==> src/rtl/ctl_pkg.sv <==
// Shared constants for the multi-cycle controller: opcodes, functs, ALU codes,
// FSM state encoding and the decoded instruction class.
package ctl_pkg;

  localparam logic [5:0] OPC_R    = 6'd0;
  localparam logic [5:0] OPC_ADDI = 6'd8;
  localparam logic [5:0] OPC_LW   = 6'd35;
  localparam logic [5:0] OPC_SW   = 6'd43;
  localparam logic [5:0] OPC_BEQ  = 6'd4;
  localparam logic [5:0] OPC_J    = 6'd2;

  localparam logic [5:0] FN_ADD = 6'd32;
  localparam logic [5:0] FN_SUB = 6'd34;
  localparam logic [5:0] FN_AND = 6'd36;
  localparam logic [5:0] FN_OR  = 6'd37;
  localparam logic [5:0] FN_SLT = 6'd42;

  localparam logic [2:0] ALU_AND = 3'b000;
  localparam logic [2:0] ALU_OR  = 3'b001;
  localparam logic [2:0] ALU_ADD = 3'b010;
  localparam logic [2:0] ALU_SUB = 3'b110;
  localparam logic [2:0] ALU_SLT = 3'b111;

  typedef enum logic [2:0] {
    S_BOOT   = 3'd0,
    S_FETCH  = 3'd1,
    S_DECODE = 3'd2,
    S_EXEC   = 3'd3,
    S_MEM    = 3'd4,
    S_WB     = 3'd5
  } state_t;

  typedef struct packed {
    logic r;
    logic addi;
    logic lw;
    logic sw;
    logic beq;
    logic j;
    logic ill;
  } cls_t;

endpackage

==> src/rtl/ctl_decode.sv <==
// Combinational decode of the latched opcode/funct into a one-hot instruction
// class and the ALU operation for yEX.
module ctl_decode
  import ctl_pkg::*;
(
  input  logic [5:0] i_opc,
  input  logic [5:0] i_funct,
  output cls_t       o_cls,
  output logic [2:0] o_alu_op
);

  always_comb begin
    o_cls = '0;
    case (i_opc)
      OPC_R:    o_cls.r    = 1'b1;
      OPC_ADDI: o_cls.addi = 1'b1;
      OPC_LW:   o_cls.lw   = 1'b1;
      OPC_SW:   o_cls.sw   = 1'b1;
      OPC_BEQ:  o_cls.beq  = 1'b1;
      OPC_J:    o_cls.j    = 1'b1;
      default:  o_cls.ill  = 1'b1;
    endcase
  end

  // Unknown R-type functs fall back to add.
  always_comb begin
    o_alu_op = ALU_ADD;
    if (o_cls.beq) begin
      o_alu_op = ALU_SUB;
    end else if (o_cls.r) begin
      case (i_funct)
        FN_ADD:  o_alu_op = ALU_ADD;
        FN_SUB:  o_alu_op = ALU_SUB;
        FN_AND:  o_alu_op = ALU_AND;
        FN_OR:   o_alu_op = ALU_OR;
        FN_SLT:  o_alu_op = ALU_SLT;
        default: o_alu_op = ALU_ADD;
      endcase
    end
  end

endmodule

==> src/rtl/multi_cycle_ctl.sv <==
// Multi-cycle control sequencer: FETCH/DECODE/EXEC/MEM/WB stepping, write
// strobes, reset-time entry-point load and retired-instruction counter.
//
//   state  | meaning
//   BOOT   | after reset: load entry point into PC (INT, pc_we)
//   FETCH  | load IR, latch opcode/funct
//   DECODE | classify; j/illegal retire here
//   EXEC   | ALU operation; beq retires here
//   MEM    | data memory access, wait for mem_ready; sw retires here
//   WB     | register write, PC update, retire
module multi_cycle_ctl
  import ctl_pkg::*;
#(
  parameter int CNT_W = 32
) (
  input  logic             clk,
  input  logic             rst,
  input  logic [31:0]      ins,
  input  logic             zero,
  input  logic             mem_ready,
  output logic             RegDst,
  output logic             RegWrite,
  output logic             ALUSrc,
  output logic             Mem2Reg,
  output logic             MemRead,
  output logic             MemWrite,
  output logic             beq,
  output logic             j,
  output logic [2:0]       op,
  output logic             INT,
  output logic             pc_we,
  output logic             ir_we,
  output logic             ill,
  output logic             retire,
  output logic [CNT_W-1:0] instr_count
);

  state_t           r_state;
  state_t           w_next;
  logic [5:0]       r_opc;
  logic [5:0]       r_funct;
  logic [CNT_W-1:0] r_count;
  cls_t             w_cls;
  logic [2:0]       w_alu_op;
  logic             w_unused;

  // zero is consumed by yPC directly; only the opcode/funct fields matter here.
  assign w_unused = ^{zero, ins[25:6]};

  ctl_decode u_decode (
    .i_opc    (r_opc),
    .i_funct  (r_funct),
    .o_cls    (w_cls),
    .o_alu_op (w_alu_op)
  );

  always_ff @(posedge clk) begin
    if (rst) begin
      r_state <= S_BOOT;
      r_opc   <= '0;
      r_funct <= '0;
    end else begin
      r_state <= w_next;
      if (r_state == S_FETCH) begin
        r_opc   <= ins[31:26];
        r_funct <= ins[5:0];
      end
    end
  end

  always_ff @(posedge clk) begin
    if (rst) begin
      r_count <= '0;
    end else if (retire) begin
      r_count <= r_count + CNT_W'(1);
    end
  end

  assign instr_count = r_count;

  always_comb begin
    w_next = r_state;
    case (r_state)
      S_BOOT:   w_next = S_FETCH;
      S_FETCH:  w_next = S_DECODE;
      S_DECODE: w_next = (w_cls.j || w_cls.ill) ? S_FETCH : S_EXEC;
      S_EXEC: begin
        if (w_cls.beq)                  w_next = S_FETCH;
        else if (w_cls.lw || w_cls.sw)  w_next = S_MEM;
        else                            w_next = S_WB;
      end
      S_MEM: begin
        if (mem_ready) w_next = w_cls.sw ? S_FETCH : S_WB;
      end
      S_WB:     w_next = S_FETCH;
      default:  w_next = S_BOOT;
    endcase
  end

  // Only sw's completion in MEM looks at an input; everything else is Moore.
  always_comb begin
    RegDst   = 1'b0;
    RegWrite = 1'b0;
    ALUSrc   = 1'b0;
    Mem2Reg  = 1'b0;
    MemRead  = 1'b0;
    MemWrite = 1'b0;
    beq      = 1'b0;
    j        = 1'b0;
    op       = 3'b000;
    INT      = 1'b0;
    pc_we    = 1'b0;
    ir_we    = 1'b0;
    ill      = 1'b0;
    retire   = 1'b0;
    if (r_state == S_EXEC || r_state == S_MEM || r_state == S_WB) begin
      op     = w_alu_op;
      ALUSrc = !(w_cls.r || w_cls.beq);
      RegDst = w_cls.r;
    end
    case (r_state)
      S_BOOT: begin
        INT   = 1'b1;
        pc_we = 1'b1;
      end
      S_FETCH: ir_we = 1'b1;
      S_DECODE: begin
        if (w_cls.j || w_cls.ill) begin
          pc_we  = 1'b1;
          retire = 1'b1;
        end
        j   = w_cls.j;
        ill = w_cls.ill;
      end
      S_EXEC: begin
        if (w_cls.beq) begin
          beq    = 1'b1;
          pc_we  = 1'b1;
          retire = 1'b1;
        end
      end
      S_MEM: begin
        MemRead  = w_cls.lw;
        MemWrite = w_cls.sw;
        if (w_cls.sw && mem_ready) begin
          pc_we  = 1'b1;
          retire = 1'b1;
        end
      end
      S_WB: begin
        RegWrite = 1'b1;
        Mem2Reg  = w_cls.lw;
        MemRead  = w_cls.lw;
        pc_we    = 1'b1;
        retire   = 1'b1;
      end
      default: ;
    endcase
  end

endmodule

==> config.mk <==
export PLATFORM = sky130hd
export DESIGN_NAME = multi_cycle_ctl
export DESIGN_NICKNAME = d
export VERILOG_FILES = /design/src/rtl/ctl_pkg.sv /design/src/rtl/ctl_decode.sv /design/src/rtl/multi_cycle_ctl.sv
export SDC_FILE = /design/constraint.sdc
export NUM_CORES = 1
export LEC_CHECK = 0
export ABC_AREA = 1
export BUFFER_PORTS_ARGS = -buffer_cell sky130_fd_sc_hd__buf_2
export CAP_MARGIN = 25
export CORE_ASPECT_RATIO = 1.5
export CORE_MARGIN = 5
export CORE_UTILIZATION = 47
export DETAILED_ROUTE_END_ITERATION = 10
export HOLD_SLACK_MARGIN = 0.15
export PLACE_DENSITY = 0.73
export SYNTH_ARGS = -nofsm -noshare
export SYNTH_HDL_FRONTEND = slang
export SYNTH_SLANG_ARGS = --single-unit
==> constraint.sdc <==
create_clock -name clk -period 5.05 [get_ports clk]
set_clock_uncertainty 0.15 [all_clocks]
set_input_delay 1.515 -clock clk [delete_from_list [all_inputs] [get_ports clk]]
set_output_delay 1.515 -clock clk [all_outputs]
set_load 0.01 [all_outputs]
==> flow_summary.yaml <==
outcome:
  status: "completed"
cells_and_area:
  stdcell_area_sq_um: 3340
  fin_cells: 612
  syn2layout_area_growth_pct: 15.7
  diodes: 0
  fin_nets: 574
  drive_above_1_share_pct: 15.2
detailed_routing:
  final_antenna_net_count: 0
  met2WireLength_microns: 4510
  viasPerCell: 5.16
  drtPass1Iterations: 4
  drt_iter0_markers: 206
  vias: 3156
  wl_per_cell_microns: 13.6
  routed_wl_microns: 8300
  met3_length_microns: 438
  drc: 0
  wl_met1_microns: 3110
  top_layer: "met4"
logic_synthesis:
  yosysMostFrequentCell: "nand2_1"
  synthFlopType: "dfxtp_1"
  synth-seq-cells: 47
  ys_types: 23
  synth_top_cell_by_area: "dfxtp_1"
  syn_area_per_cell_sq_um: 6.01
  synth.top_cell.area_share_pct: 32.6
  netlist_area_sq_um: 2890
  ys_async_sr_fraction_pct: 0
  synth_area_leaders: "dfxtp_1 (33%), nand2_1 (20%), nor2_1 (11%), a21oi_1 (7.4%), nand3_1 (7.3%)"
  yosys_warnings: 0
  synth_edf_count: 0
  netlist_instances: 481
  synth.net_count: 518
  yosysSeqAreaShare_pct: 32.6
  synth_common_cells: "nand2_1 (151), nor2_1 (84), dfxtp_1 (47)"
clocking:
  htreeDepth: 2
  cts.sinks: 47
  cts-resized-gates: 0
  cts.path.max_buffers: 2
  clk_pin_slew_ns: 0.09
  postCtsSetupRepairBufs: 0
  cts_buffers: 5
  cts_tree: "done"
  clk_latency_ns: 0.31
  postCtsHoldBufs: 0
  clockRootBuffer: "clkbuf_8"
worst_setup_path:
  start_kind: "input port"
  cp-end-kind: "output port"
  required_ns: 3.39
  arrival_ns: 2.51
  crit_fanout: 26
  path_class: "in2out"
placed_design:
  place.gp.congestion: 0.917
  dp.cells: 604
  port_buffers: 62
  post-dp-hpwl_microns: 6410
  post_dp_cell_area_sq_um: 3240
  dp_slack_ns: 0.862
pwr:
  p_switching_mw: 0.279
  sw_frac_of_total_pct: 33.4
  p_int_mw: 0.557
  power_mw: 0.837
  p_comb_share_pct: 20.2
  p_leak_nw: 1.48
  ir_worst_vdd_mv: 0.159
  clockPowerShare_pct: 30.4
  p_per_area_nw_per_um2: 250
  p_seq_share_pct: 49.4
sta:
  rsz0062_at_grt: "false"
  final-setup-viol-count: 0
  finalCriticalPeriod_ns: 4.17
  setup_ws_ns: 0.876
  fin_setup_tns_ns: 0
  slew-limit-headroom_pct: 53.1
  post-route-period-util_pct: 82.7
  timing.fmax_mhz: 240
  worstMarginPinSlew_ns: 0.702
  final_hold_viol_count: 0
  drv_slew: 0
die:
  row_count: 35
  fp.dieW_microns: 74.0
  start_util_pct: 47.5
  dieHeight_microns: 106
  dieArea_sq_um: 7850
  core_sq_um: 6090
  ioPinCount: 84
global_routing:
  grt_overflow_total: 0
  grt_usage_pct: 22.5
  grt_pass1_wl_microns: 14000
  grt_pass1_vias: 3049
  antenna_found_initial: 0
  grt_max_degree: 34
flow_run:
  cap_violations: 0
hold_path:
  hp-class: "reg2reg"
## metrics by stage
step                      util, %  hold slack, ns
after floorplan                 -           0.299
after global placement       53.1           0.324
after detailed placement     53.3           0.335
after CTS                    54.9           0.349
after global routing         54.9           0.380
final                        54.9           0.347
## layout by cell type, fill, tap and decap left out
cell type   instances
dfxtp_1            47
buf_8               1
nor2_2              3
nand3b_1           14
nand3_1            42
xnor2_1             4
nand2_1           151
nor3_1              3
nor4_1              1
a21oi_1            43
a221oi_1            1
clkbuf_8            6
nand4_1             2
buf_2              62
inv_2               3
nor3_2              1
o21ai_0            16
inv_1              36
ha_1                1
clkinvlp_4          1
nand3_2             1
nor2_1             84
xor2_1             11
nand2_2             1
clkinv_4            1
buf_4               2
## registers in the layout, indices dropped and copies added (netlist names)
name         cells
r_funct          6
instr_count     32
r_state          3
r_opc            6
## per-layer routing
metal,global-route usage (%),up-vias
li1,-,1644
met3,4.45,19
met2,41.6,76
met5,0,-
met1,24.3,1417
met4,8.03,0
## area by class of cell
type | count | area (sq um)
Tap cell | 74 | 92.6
Fill cell | 643 | 2740
Clock buffer | 6 | 82.6
Multi-Input combinational cell | 379 | 1720
Clock inverter | 2 | 16.3
Sequential cell | 47 | 941
Inverter | 39 | 146
Timing Repair Buffer | 65 | 340
## critical path, cell delays in order
cell	delay, ns
buf_2	0.09
inv_1	0.03
nor2_1	0.18
inv_2	0.05
nand3_2	0.14
buf_4	0.30
buf_2	0.19
## cell families after synthesis
| logic type | count (synthesis) | share of synthesized area, % |
|---|---|---|
| XOR/XNOR | 15 | 4.55 |
| AND/OR/NAND/NOR | 303 | 44.2 |
| buffers and inverters | 55 | 7.79 |
| adder cells (fa/ha/maj) | 1 | 0.433 |
| flip-flops | 47 | 32.6 |
| AO/OA/AOI/OAI | 60 | 10.5 |
## final timing paths
| path | start | end | slack [ns] | cells after the start |
|---|---|---|---|---|
| worst max-delay path | mem_ready | retire | 0.88 | 7 |
| worst min-delay path | r_funct[4] | r_funct[4] | 0.35 | 2 |
| worst max register to register | instr_count[0] | instr_count[16] | 2.80 | 8 |
| worst min register to register | r_funct[4] | r_funct[4] | 0.35 | 2 |
## power groups by stage
| stage | Combinational (mW) | Sequential (mW) | Clock [mW] |
|---|---|---|---|
| floorplan | 0.124 | 0.418 | 0 |
| global placement | 0.165 | 0.421 | 0 |
| detailed placement | 0.170 | 0.422 | 0 |
| CTS | 0.171 | 0.414 | 0.261 |
| global route | 0.193 | 0.418 | 0.277 |
| finish | 0.169 | 0.414 | 0.254 |
Note: power is estimated with default switching activity, not from simulation.
